$ cat src/rtl/mux_scan_ctrl_if.sv
// rtl/mux_scan_ctrl_if.sv - mux select/sample and frame handshake bundle for mux_scan_ctrl
interface mux_scan_ctrl_if;
    logic [1:0] sel;
    logic       y_in;
    logic [3:0] frame;
    logic       frame_valid;
    logic       frame_ready;

    // master: the scan controller; slave: the mux plus the frame consumer
    modport master (
        output sel,
        output frame,
        output frame_valid,
        input  y_in,
        input  frame_ready
    );

    modport slave (
        input  sel,
        input  frame,
        input  frame_valid,
        output y_in,
        output frame_ready
    );
endinterface

$ cat src/rtl/mux_scan_ctrl.sv
// rtl/mux_scan_ctrl.sv - scans a 4:1 mux, dwelling per channel, and assembles 4-bit frames
module mux_scan_ctrl #(
    parameter int DWELL = 4
) (
    input  logic            clk,
    input  logic            rst_n,
    input  logic            enable,
    input  logic            ovr_clr,
    output logic            overrun,
    mux_scan_ctrl_if.master bus
);
    localparam int CW = $clog2(DWELL);
    localparam logic [CW-1:0] CNT_LAST = CW'(DWELL - 1);

    localparam logic [0:0] IDLE = 1'b0;
    localparam logic [0:0] SCAN = 1'b1;

    logic [0:0]    state;
    logic [CW-1:0] cnt;
    logic [1:0]    sel_q;
    logic [3:0]    shadow;
    logic [3:0]    frame_q;
    logic          valid_q;
    logic          overrun_q;

    logic capture;
    logic frame_done;
    logic slot_free;
    logic drop;

    // A capture happens only on a live SCAN edge; dropping enable pre-empts it.
    assign capture    = (state == SCAN) && enable && (cnt == CNT_LAST);
    assign frame_done = capture && (sel_q == 2'd3);
    // The slot can take a new word if empty or being drained on this same edge.
    assign slot_free  = !valid_q || bus.frame_ready;
    assign drop       = frame_done && !slot_free;

    assign bus.sel         = sel_q;
    assign bus.frame       = frame_q;
    assign bus.frame_valid = valid_q;
    assign overrun         = overrun_q;

    // Scan FSM: dwell counter, channel select and partial-frame shadow.
    always_ff @(posedge clk or negedge rst_n) begin
        if (!rst_n) begin
            state  <= IDLE;
            cnt    <= '0;
            sel_q  <= 2'd0;
            shadow <= 4'b0000;
        end else begin
            case (state)
                IDLE: begin
                    cnt   <= '0;
                    sel_q <= 2'd0;
                    if (enable) begin
                        state <= SCAN;
                    end
                end
                SCAN: begin
                    if (!enable) begin
                        state  <= IDLE;
                        cnt    <= '0;
                        sel_q  <= 2'd0;
                        shadow <= 4'b0000;
                    end else if (cnt == CNT_LAST) begin
                        shadow[sel_q] <= bus.y_in;
                        cnt           <= '0;
                        sel_q         <= sel_q + 2'd1;
                    end else begin
                        cnt <= cnt + 1'b1;
                    end
                end
                default: begin
                    state <= IDLE;
                    cnt   <= '0;
                    sel_q <= 2'd0;
                end
            endcase
        end
    end

    // Output slot: load a completed frame when free, otherwise hold; clear on transfer.
    always_ff @(posedge clk or negedge rst_n) begin
        if (!rst_n) begin
            frame_q <= 4'b0000;
            valid_q <= 1'b0;
        end else if (frame_done && slot_free) begin
            frame_q <= {bus.y_in, shadow[2:0]};
            valid_q <= 1'b1;
        end else if (valid_q && bus.frame_ready) begin
            valid_q <= 1'b0;
        end
    end

    // Sticky overrun flag; a new drop beats a simultaneous clear.
    always_ff @(posedge clk or negedge rst_n) begin
        if (!rst_n) begin
            overrun_q <= 1'b0;
        end else if (drop) begin
            overrun_q <= 1'b1;
        end else if (ovr_clr) begin
            overrun_q <= 1'b0;
        end
    end
endmodule

$ cat src/flat_wrapper.sv
// flat-port wrapper written by rule: the top's interface ports become plain ports
module mux_scan_ctrl_flat 
#(
    parameter int DWELL = 4
)
  (clk, rst_n, enable, ovr_clr, overrun, bus_sel, bus_frame, bus_frame_valid, bus_y_in, bus_frame_ready);
  mux_scan_ctrl_if bus_i ();
  input  logic clk;
  input  logic rst_n;
  input  logic enable;
  input  logic ovr_clr;
  output logic overrun;
  output wire logic [$bits(bus_i.sel)-1:0] bus_sel;
  output wire logic [$bits(bus_i.frame)-1:0] bus_frame;
  output wire logic [$bits(bus_i.frame_valid)-1:0] bus_frame_valid;
  input wire logic [$bits(bus_i.y_in)-1:0] bus_y_in;
  input wire logic [$bits(bus_i.frame_ready)-1:0] bus_frame_ready;
  assign bus_sel = bus_i.sel;
  assign bus_frame = bus_i.frame;
  assign bus_frame_valid = bus_i.frame_valid;
  assign bus_i.y_in = bus_y_in;
  assign bus_i.frame_ready = bus_frame_ready;
  mux_scan_ctrl #(.DWELL(DWELL)) u_core (.clk(clk), .rst_n(rst_n), .enable(enable), .ovr_clr(ovr_clr), .overrun(overrun), .bus(bus_i));
endmodule
$ cat config.mk
export PLATFORM = sky130hd
export DESIGN_NAME = mux_scan_ctrl_flat
export DESIGN_NICKNAME = d
export VERILOG_FILES = /design/src/rtl/mux_scan_ctrl_if.sv /design/src/rtl/mux_scan_ctrl.sv /design/src/flat_wrapper.sv
export SDC_FILE = /design/constraint.sdc
export NUM_CORES = 1
export LEC_CHECK = 0
export BUFFER_PORTS_ARGS = -buffer_cell sky130_fd_sc_hd__buf_2
export CORE_MARGIN = 4
export CORE_UTILIZATION = 35
export CTS_CLUSTER_DIAMETER = 50
export DETAILED_ROUTE_END_ITERATION = 8
export GPL_TIMING_DRIVEN = 0
export PLACE_DENSITY_LB_ADDON = 0.15
export SYNTH_ARGS = -nofsm -noshare
export SYNTH_HDL_FRONTEND = slang
export SYNTH_SLANG_ARGS = --single-unit
$ cat constraint.sdc
create_clock -name clk -period 3.8 [get_ports clk]
set_clock_uncertainty 0.05 [all_clocks]
set_input_delay 0.38 -clock clk [delete_from_list [all_inputs] [get_ports clk]]
set_output_delay 0.38 -clock clk [all_outputs]
set_load 0.1 [all_outputs]
==> impl_metrics.yaml, run 1 <==
timing:
  final_max_slew_viol_count: 0
  worst_pin_slew_ns: 0.4853
  setup_violations: 0
  min_period_ns: 1.603
  fmax_mhz: 623.7
  rsz0062_at_grt: "false"
  hold_viol: 0
  timing.final.crit_share_pct: 42.19
  setup_tns_ns: 0
  slew_headroom_pct: 67.87
floorplan:
  die_x_um: 51.49
  io_pins: 14
  dieArea_mm2: 0.002651
  die_h_um: 51.49
  core-area_mm2: 0.001764
  initial_core_util_pct: 37.52
  rows: 15
placed_design:
  place_congestion: 0.6943
  place_hpwl_um: 784.5
  numPortBuffers: 13
  placed_area_um2: 758.2
finish:
  syn_to_final_growth_pct: 21.55
  final_area_um2: 804.5
  multiInputGateArea_um2: 284.0
  drive_gt1_share_pct: 38.89
  final_cell_mix: "buf_2 (14), dfrtp_1 (14), inv_1 (6), o21ai_0 (6), ha_1 (5)"
  antenna_cells: 0
  seq_area_um2: 350.3
  final_nets: 84
  fillers: 197
route:
  vias: 430
  route.detailed.drc: 0
  ant_nets: 0
  wire_per_inst_um: 11.45
  drt_wl_total_um: 1111
  drt_pass1_iterations: 3
  dr.first_iter.drc_count: 3
  vias_per_cell: 4.433
yosys:
  synth_cells: 54
  synth_top_family_by_area: "simple AND/OR/NAND/NOR gates"
  synth-adder-area-share_pct: 9.452
  synth_seq_area_share_pct: 52.93
  synthXorXnorAreaFrac_pct: 1.323
  yosysTopAreaCellShare_pct: 52.93
  synth_fp_nets: 65
  synth-compound-area-share_pct: 8.885
  synthSimpleGateAreaFrac_pct: 14.93
  netlist_top_cells_area: "dfrtp_1 (53%), ha_1 (9.5%), mux2_2 (6.8%)"
  yosys.area.top_type: "dfrtp_1"
  avgSynthCellArea_um2: 12.26
  yosysWarningCount: 0
  synth.distinct_cells: 18
  ys_ff_latch: 14
  synthMuxAreaShare_pct: 8.318
  netlist_area_um2: 661.9
status:
  status: "completed"
clock_tree:
  clockRootBuffer: "clkbuf_4"
  cts_htree_levels: 1
  cts-resized-gates: 0
  cts_tree: "built"
  cts-buffers-inserted: 3
  clock_latency_ns: 0.28
  clockBufferDepth: 2
  clk_pin_slew_ns: 0.08
  cts_sinks: 14
grt:
  antenna_found_initial: 0
  grt_pass1_vias: 445
  grt_pass1_wl_um: 1973
  grt_overflow: 0
  grt_max_degree: 15
  track_usage_pct: 10.51
worst_setup_path:
  r2r_setup_slack_ns: 2.24
  r2r.worst_path.cells: 5
  crit_buf_inv: 1
  crit_path_cell_trace: "buf_2"
  max_stage_delay_ns: 0.46
  path_depth: 1
  cp.arrival_ns: 1.17
  cp-startpoint: "u_core.bus.sel[0]"
  r2r-start: "u_core.cnt[0]"
  cp-endpoint: "bus_sel[0]"
  critPathSlowestCell: "buf_2"
  path_class: "reg -> out"
  path_max_fanout: 5
  endpoint_kind: "output pin"
  r2r-end: "u_core.bus.frame[2]"
  worst_ep_required_time_ns: 3.37
  path_delay_family: "buffers and inverters"
  start_kind: "flip-flop"
job:
  drv_cap: 0
worst_hold_path:
  hold_class: "in -> reg"
power:
  cellPowerDensity_mw_per_mm2: 353.0
  leakage_nw: 0.4181
  ir_drop_mv: 0.2181
-- flip-flops by register name, summed over array words and instances, names as in the netlist --
| name | cells |
|---|---|
| u_core.state | 1 |
| u_core.bus.sel | 2 |
| u_core.bus.frame | 4 |
| u_core.overrun | 1 |
| u_core.bus.frame_valid | 1 |
| u_core.cnt | 2 |
| u_core.shadow | 3 |
-- through the flow --
| step | cells | setup WS (ns) | utilization [%] | total power, mW | hold slack (ns) |
|---|---|---|---|---|---|
| global route | 97 | 2.112 | 45.60 | 0.3030 | 0.2339 |
| floorplan | 54 | 1.714 | - | 0.1718 | 0.03441 |
| detailed placement | 92 | 2.231 | 42.98 | 0.1818 | 0.2470 |
| global placement | 92 | 2.229 | 42.98 | 0.1814 | 0.2443 |
| CTS | 97 | 2.174 | 45.60 | 0.2916 | 0.2195 |
| finish | 97 | 2.197 | 45.60 | 0.2840 | 0.2367 |
-- routing by layer --
| metal | GRT usage [%] | vias up | share of wire (%) |
|---|---|---|---|
| met5 | 0 | - | 0 |
| met4 | 3.930 | 0 | 0.90 |
| met3 | 5.539 | 2 | 7.2 |
| met2 | 15.04 | 13 | 39 |
| met1 | 13.25 | 194 | 52 |
| li1 | - | 221 | - |
-- Yosys cell counts --
| master | number |
|---|---|
| nor3_1 | 1 |
| mux2i_1 | 1 |
| and4_2 | 3 |
| buf_2 | 1 |
| o22ai_1 | 1 |
| dfrtp_1 | 14 |
| inv_1 | 6 |
| and3_2 | 1 |
| nor2_1 | 2 |
| xnor2_1 | 1 |
| nand4_4 | 1 |
| nand2_1 | 2 |
| mux2_2 | 4 |
| ha_1 | 5 |
| nor2b_4 | 1 |
| nand2b_1 | 1 |
| o21ai_0 | 6 |
| a21boi_0 | 3 |
-- where the power goes --
group	internal (mW)	switching (mW)	leakage (nW)
clock	0.0583	0.0464	0.0210
combinational	0.00822	0.0100	0.208
sequential	0.155	0.00569	0.189
total	0.222	0.0621	0.418
-- how the worst min path moves through the flow --
| stage | startpoint | to | slack, ns | depth (start not counted) |
|---|---|---|---|---|
| 4_1_cts | ovr_clr | u_core.overrun | 0.22 | 2 |
| 3_5_place_dp | rst_n | u_core.shadow[1] | 0.25 | 1 |
| 6_report | ovr_clr | u_core.overrun | 0.24 | 2 |
| 5_1_grt | ovr_clr | u_core.overrun | 0.23 | 2 |
| 2_1_floorplan | rst_n | u_core.bus.frame[0] | 0.03 | 0 |
| 3_3_place_gp | rst_n | u_core.overrun | 0.24 | 1 |
-- final cells by class --
type	count	area share (%)
Inverter	6	2.799
Clock buffer	4	4.510
Sequential cell	14	43.55
Buffer	1	0.6221
Tap cell	25	3.888
Multi-Input combinational cell	33	35.30
Timing Repair Buffer	14	9.331
-- worst reg2reg max path: cells and delay by family, from the launching register on --
family	cells	cell delay, ns
buf+inv	1	0.22
mux	1	0.35
flops	1	0.35
fa+ha+maj	1	0.14
simple gates	2	0.35
-- kinds of logic after synthesis --
group | Yosys count
fa+ha+maj | 5
simple gates | 12
buf+inv | 7
xor+xnor | 1
compound gates | 10
flops | 14
mux | 5
-- what timing repair did --
item / 4_1_cts / 5_1_grt
endpoints found under the hold margin: 14 / 0
buffers inserted: 0 / 0
hold buffers: 1 / 0
Power figures use the tool's default switching activity.
==> inputs of run 2 (changes only) <==
==> constraint.sdc (replaced) <==
create_clock -name clk -period 1.6 [get_ports clk]
set_clock_uncertainty 0.05 [all_clocks]
set_input_delay 0.16 -clock clk [delete_from_list [all_inputs] [get_ports clk]]
set_output_delay 0.16 -clock clk [all_outputs]
set_load 0.1 [all_outputs]
==> impl_metrics.yaml, run 2 (synthesized netlist as in run 1, its figures left out) <==
route:
  route.detailed.drc: 0
  vias: 440
  wl_met2_um: 437
  route.top_layer_used: "met4"
  drt_pass1_iterations: 1
  dr.first_iter.drc_count: 0
  wl_met3_um: 67
  met1Wirelength_um: 569
  ant_nets: 0
  drt_wl_total_um: 1084
  vias_per_cell: 4.490
  wire_per_inst_um: 11.06
finish:
  fin_cells: 98
  final_area_um2: 828.3
  syn_to_final_growth_pct: 25.14
  antenna_cells: 0
  largest_reg_flops: 4
  drive_gt1_share_pct: 42.47
  fillers: 180
  final_nets: 85
  final_util_pct: 46.95
  mostFrequentLayoutCell: "buf_2"
  final_cell_mix: "buf_2 (13), dfrtp_1 (11), inv_1 (6), o21ai_0 (6)"
floorplan:
  initial_core_util_pct: 37.52
  dieArea_mm2: 0.002651
  io_pins: 14
  die_x_um: 51.49
  die_h_um: 51.49
  rows: 15
  core-area_mm2: 0.001764
worst_setup_path:
  cp.arrival_ns: 1.61
  worst_ep_required_time_ns: 1.71
  path_class: "reg -> reg"
  start_kind: "flip-flop"
  path_max_fanout: 10
  endpoint_kind: "flip-flop"
timing:
  timing.final.crit_share_pct: 93.69
  hold_viol: 0
  setup_slack_ns: 0.1010
  slew_headroom_pct: 67.84
  setup_violations: 0
  final_max_slew_viol_count: 0
  min_period_ns: 1.499
  setup_tns_ns: 0
  rsz0062_at_grt: "false"
  whs_ns: 0.03714
  worst_pin_slew_ns: 0.4857
  fmax_mhz: 667.1
grt:
  grt_pass1_vias: 423
  grt_overflow: 0
  grt_max_degree: 15
  grt_pass1_wl_um: 1890
  track_usage_pct: 9.664
  antenna_found_initial: 0
clock_tree:
  clk_pin_slew_ns: 0.08
  clockRootBuffer: "clkbuf_4"
  cts-buffers-inserted: 3
  cts_tree: "built"
  post_cts_buffers: 0
  cts_htree_levels: 1
  cts_sinks: 14
  clock_latency_ns: 0.27
  clockBufferDepth: 2
power:
  power.net_switching_mw: 0.1424
  p_int_mw: 0.4869
  cellPowerDensity_mw_per_mm2: 759.8
  switching_share_pct: 22.63
  combPwrFrac_pct: 7.2
  ir_drop_mv: 0.4464
  leakage_nw: 0.4074
  clockPowerShare_pct: 32.1
  power_mw: 0.6294
  seq_power_share_pct: 60.7
placed_design:
  detailedPlace.worstSlack_ns: 0.04059
  numPortBuffers: 13
  place_hpwl_um: 782.4
  dp_cells: 92
  placed_area_um2: 779.5
  place_congestion: 0.6532
status:
  status: "completed"
job:
  drv_cap: 0
worst_hold_path:
  hold_class: "in -> reg"
==> run 2: routing by layer <==
layer,up-vias,track usage (%)
met4,0,2.620
met3,2,3.790
met1,202,12.75
li1,224,-
met5,-,0
met2,12,14.62
==> run 2: final timing paths <==
path | slack (ns) | cells after the start | endpoint | start
setup / recovery | 0.10 | 5 | u_core.bus.frame[2] | u_core.cnt[0]
hold / removal | 0.04 | 1 | u_core.state | enable
setup reg to reg | 0.10 | 5 | u_core.bus.frame[2] | u_core.cnt[0]
hold reg to reg | 0.39 | 1 | u_core.cnt[0] | u_core.cnt[0]
max in group asynchronous | 0.97 | 2 | u_core.bus.sel[1] | rst_n
min in group asynchronous | 0.26 | 2 | u_core.state | rst_n
==> run 2: power by group through the flow <==
| stage | clock, mW | sequential [mW] | combinational (mW) |
|---|---|---|---|
| floorplan | 0 | 0.386 | 0.0219 |
| global placement | 0 | 0.389 | 0.0416 |
| detailed placement | 0 | 0.390 | 0.0424 |
| CTS | 0.216 | 0.382 | 0.0443 |
| global route | 0.244 | 0.385 | 0.0527 |
| finish | 0.202 | 0.382 | 0.0454 |
==> run 2: cell type report <==
class / count / area, um^2 / area share, %
Tap cell: 25 / 31.28 / 3.776
Sequential cell: 14 / 359.1 / 43.35
Multi-Input combinational cell: 33 / 296.5 / 35.80
Buffer: 1 / 7.507 / 0.9063
Clock buffer: 4 / 26.28 / 3.172
Timing Repair Buffer: 15 / 85.08 / 10.27
Inverter: 6 / 22.52 / 2.719
==> run 2: what timing repair did <==
item	CTS	global route
hold buffers	1	1
endpoints found under the hold margin	14	1
setup endpoints to repair	0	4
resized for setup	0	2
==> run 2: worst max-delay path, stage by stage, from the launching register on <==
cell     delay, ns
dfrtp_1       0.36
ha_1          0.14
buf_4         0.17
nand4_4       0.13
nor2b_4       0.19
mux2_2        0.35
==> inputs of run 3 (changes only) <==
--- a/config.mk
+++ b/config.mk
@@ -12,6 +12,7 @@
 export DETAILED_ROUTE_END_ITERATION = 8
 export GPL_TIMING_DRIVEN = 0
 export PLACE_DENSITY_LB_ADDON = 0.15
+export SETUP_SLACK_MARGIN = 0.4
 export SYNTH_ARGS = -nofsm -noshare
 export SYNTH_HDL_FRONTEND = slang
 export SYNTH_SLANG_ARGS = --single-unit
==> impl_metrics.yaml, run 3 (synthesized netlist as in run 1, its figures left out) <==
status:
  status: "completed"
worst_setup_path:
  path_class: "reg -> reg"
  worst_ep_required_time_ns: 1.71
  path_delay_family: "flip-flops"
  r2r-end: "u_core.bus.frame[0]"
  path_max_fanout: 4
  critPathSlowestCell: "dfrtp_1"
  cp.arrival_ns: 1.54
  r2r_setup_slack_ns: 0.17
  start_kind: "flip-flop"
  cp-endpoint: "u_core.bus.frame[0]"
  endpoint_kind: "flip-flop"
  crit_buf_inv: 1
  path_depth: 5
  r2r.worst_path.cells: 5
  crit_path_cell_trace: "ha_2 -> buf_6 -> nand4_4 -> nor2b_4 -> mux2_4"
  r2r-start: "u_core.cnt[0]"
  max_stage_delay_ns: 0.37
  cp-startpoint: "u_core.cnt[0]"
route:
  drt_wl_total_um: 1230
  drt_pass1_iterations: 4
  route.detailed.drc: 0
  met1Wirelength_um: 591
  dr.first_iter.drc_count: 4
  wl_met3_um: 72
  wire_per_inst_um: 11.83
  route.top_layer_used: "met4"
  vias_per_cell: 4.519
  ant_nets: 0
  vias: 470
  wl_met2_um: 542
placed_design:
  place_congestion: 0.6583
  numPortBuffers: 13
  detailedPlace.worstSlack_ns: 0.03923
finish:
  antenna_cells: 0
  final_nets: 91
  fillers: 166
  drive_gt1_share_pct: 53.16
  final_cell_mix: "buf_4 (10), dfrtp_1 (10), inv_1 (6), buf_2 (5)"
  largest_reg_flops: 4
  syn_to_final_growth_pct: 44.61
grt:
  antenna_found_initial: 0
  grt_max_degree: 15
  track_usage_pct: 11.76
  grt_pass1_vias: 487
  grt_overflow: 0
  grt_pass1_wl_um: 2180
timing:
  slew_headroom_pct: 79.28
  setup_violations: 0
  fmax_mhz: 701.5
  hold_viol: 0
  min_period_ns: 1.426
  whs_ns: 0.006963
  worst_pin_slew_ns: 0.3108
  setup_tns_ns: 0
  rsz0062_at_grt: "true"
  final_max_slew_viol_count: 0
  setup_slack_ns: 0.1745
  timing.final.crit_share_pct: 89.09
floorplan:
  die_x_um: 51.49
  rows: 15
  core-area_mm2: 0.001764
  dieArea_mm2: 0.002651
  io_pins: 14
  initial_core_util_pct: 37.52
  die_h_um: 51.49
power:
  cellPowerDensity_mw_per_mm2: 669.1
  ir_drop_mv: 0.4663
  leakage_nw: 0.4525
clock_tree:
  cts_tree: "built"
  clockRootBuffer: "clkbuf_4"
  cts_sinks: 14
  clockBufferDepth: 2
  clock_latency_ns: 0.28
  cts-buffers-inserted: 3
  cts_htree_levels: 1
  clk_pin_slew_ns: 0.08
worst_hold_path:
  whs_path_depth: 2
  hold_class: "in -> reg"
job:
  drv_cap: 0
==> run 3: metrics by stage <==
| stage | utilization [%] | power (mW) | instance area, um^2 | cells |
|---|---|---|---|---|
| final | 54.26 | 0.6405 | 957.2 | 104 |
| after global routing | 54.26 | 0.6837 | 957.2 | 104 |
| after CTS | 51.84 | 0.6542 | 914.6 | 102 |
| after detailed placement | 45.11 | 0.4333 | 795.8 | 92 |
| after global placement | 45.11 | 0.4313 | 795.8 | 92 |
| after floorplan | - | 0.4090 | 699.4 | 54 |
==> run 3: area by class of cell <==
type                       instances  area, um^2  share of cell area [%]
sequential                        14       360.3                   37.65
multi-input combinational         33       326.6                   34.12
timing repair buffer              21       178.9                   18.69
tap                               25       31.28                   3.268
clock buffer                       4       26.28                   2.745
inverter                           6       22.52                   2.353
buffer                             1       11.26                   1.176
==> run 3: timing repair <==
action / in CTS / in global routing
pin swaps: 3 / 3
hold endpoints to repair: 14 / 0
resized for setup: 20 / 6
endpoints found under the setup margin: 15 / 11
hold buffers: 1 / 0
setup buffers: 5 / 2
==> run 3: worst min-delay path by stage <==
| stage | from | to | slack [ns] |
|---|---|---|---|
| global placement | rst_n | u_core.bus.frame[2] | 0.03 |
| global route | enable | u_core.state | 0.02 |
| finish | ovr_clr | u_core.overrun | 0.007 |
| CTS | ovr_clr | u_core.overrun | 0.003 |
| detailed placement | rst_n | u_core.bus.frame[2] | 0.02 |
| floorplan | rst_n | u_core.bus.frame[0] | -0.19 |
==> run 3: report_power, final <==
part           total (mW)  switching [mW]  internal, mW
combinational      0.0514          0.0266        0.0248
clock               0.206           0.109        0.0968
sequential          0.383          0.0142         0.369
total               0.640           0.150         0.491
==> run 3: routing by layer <==
metal | global-route usage, % | up-vias
li1 | - | 235
met1 | 15.72 | 218
met2 | 16.10 | 12
met3 | 6.122 | 5
met4 | 3.930 | 0
met5 | 0 | -
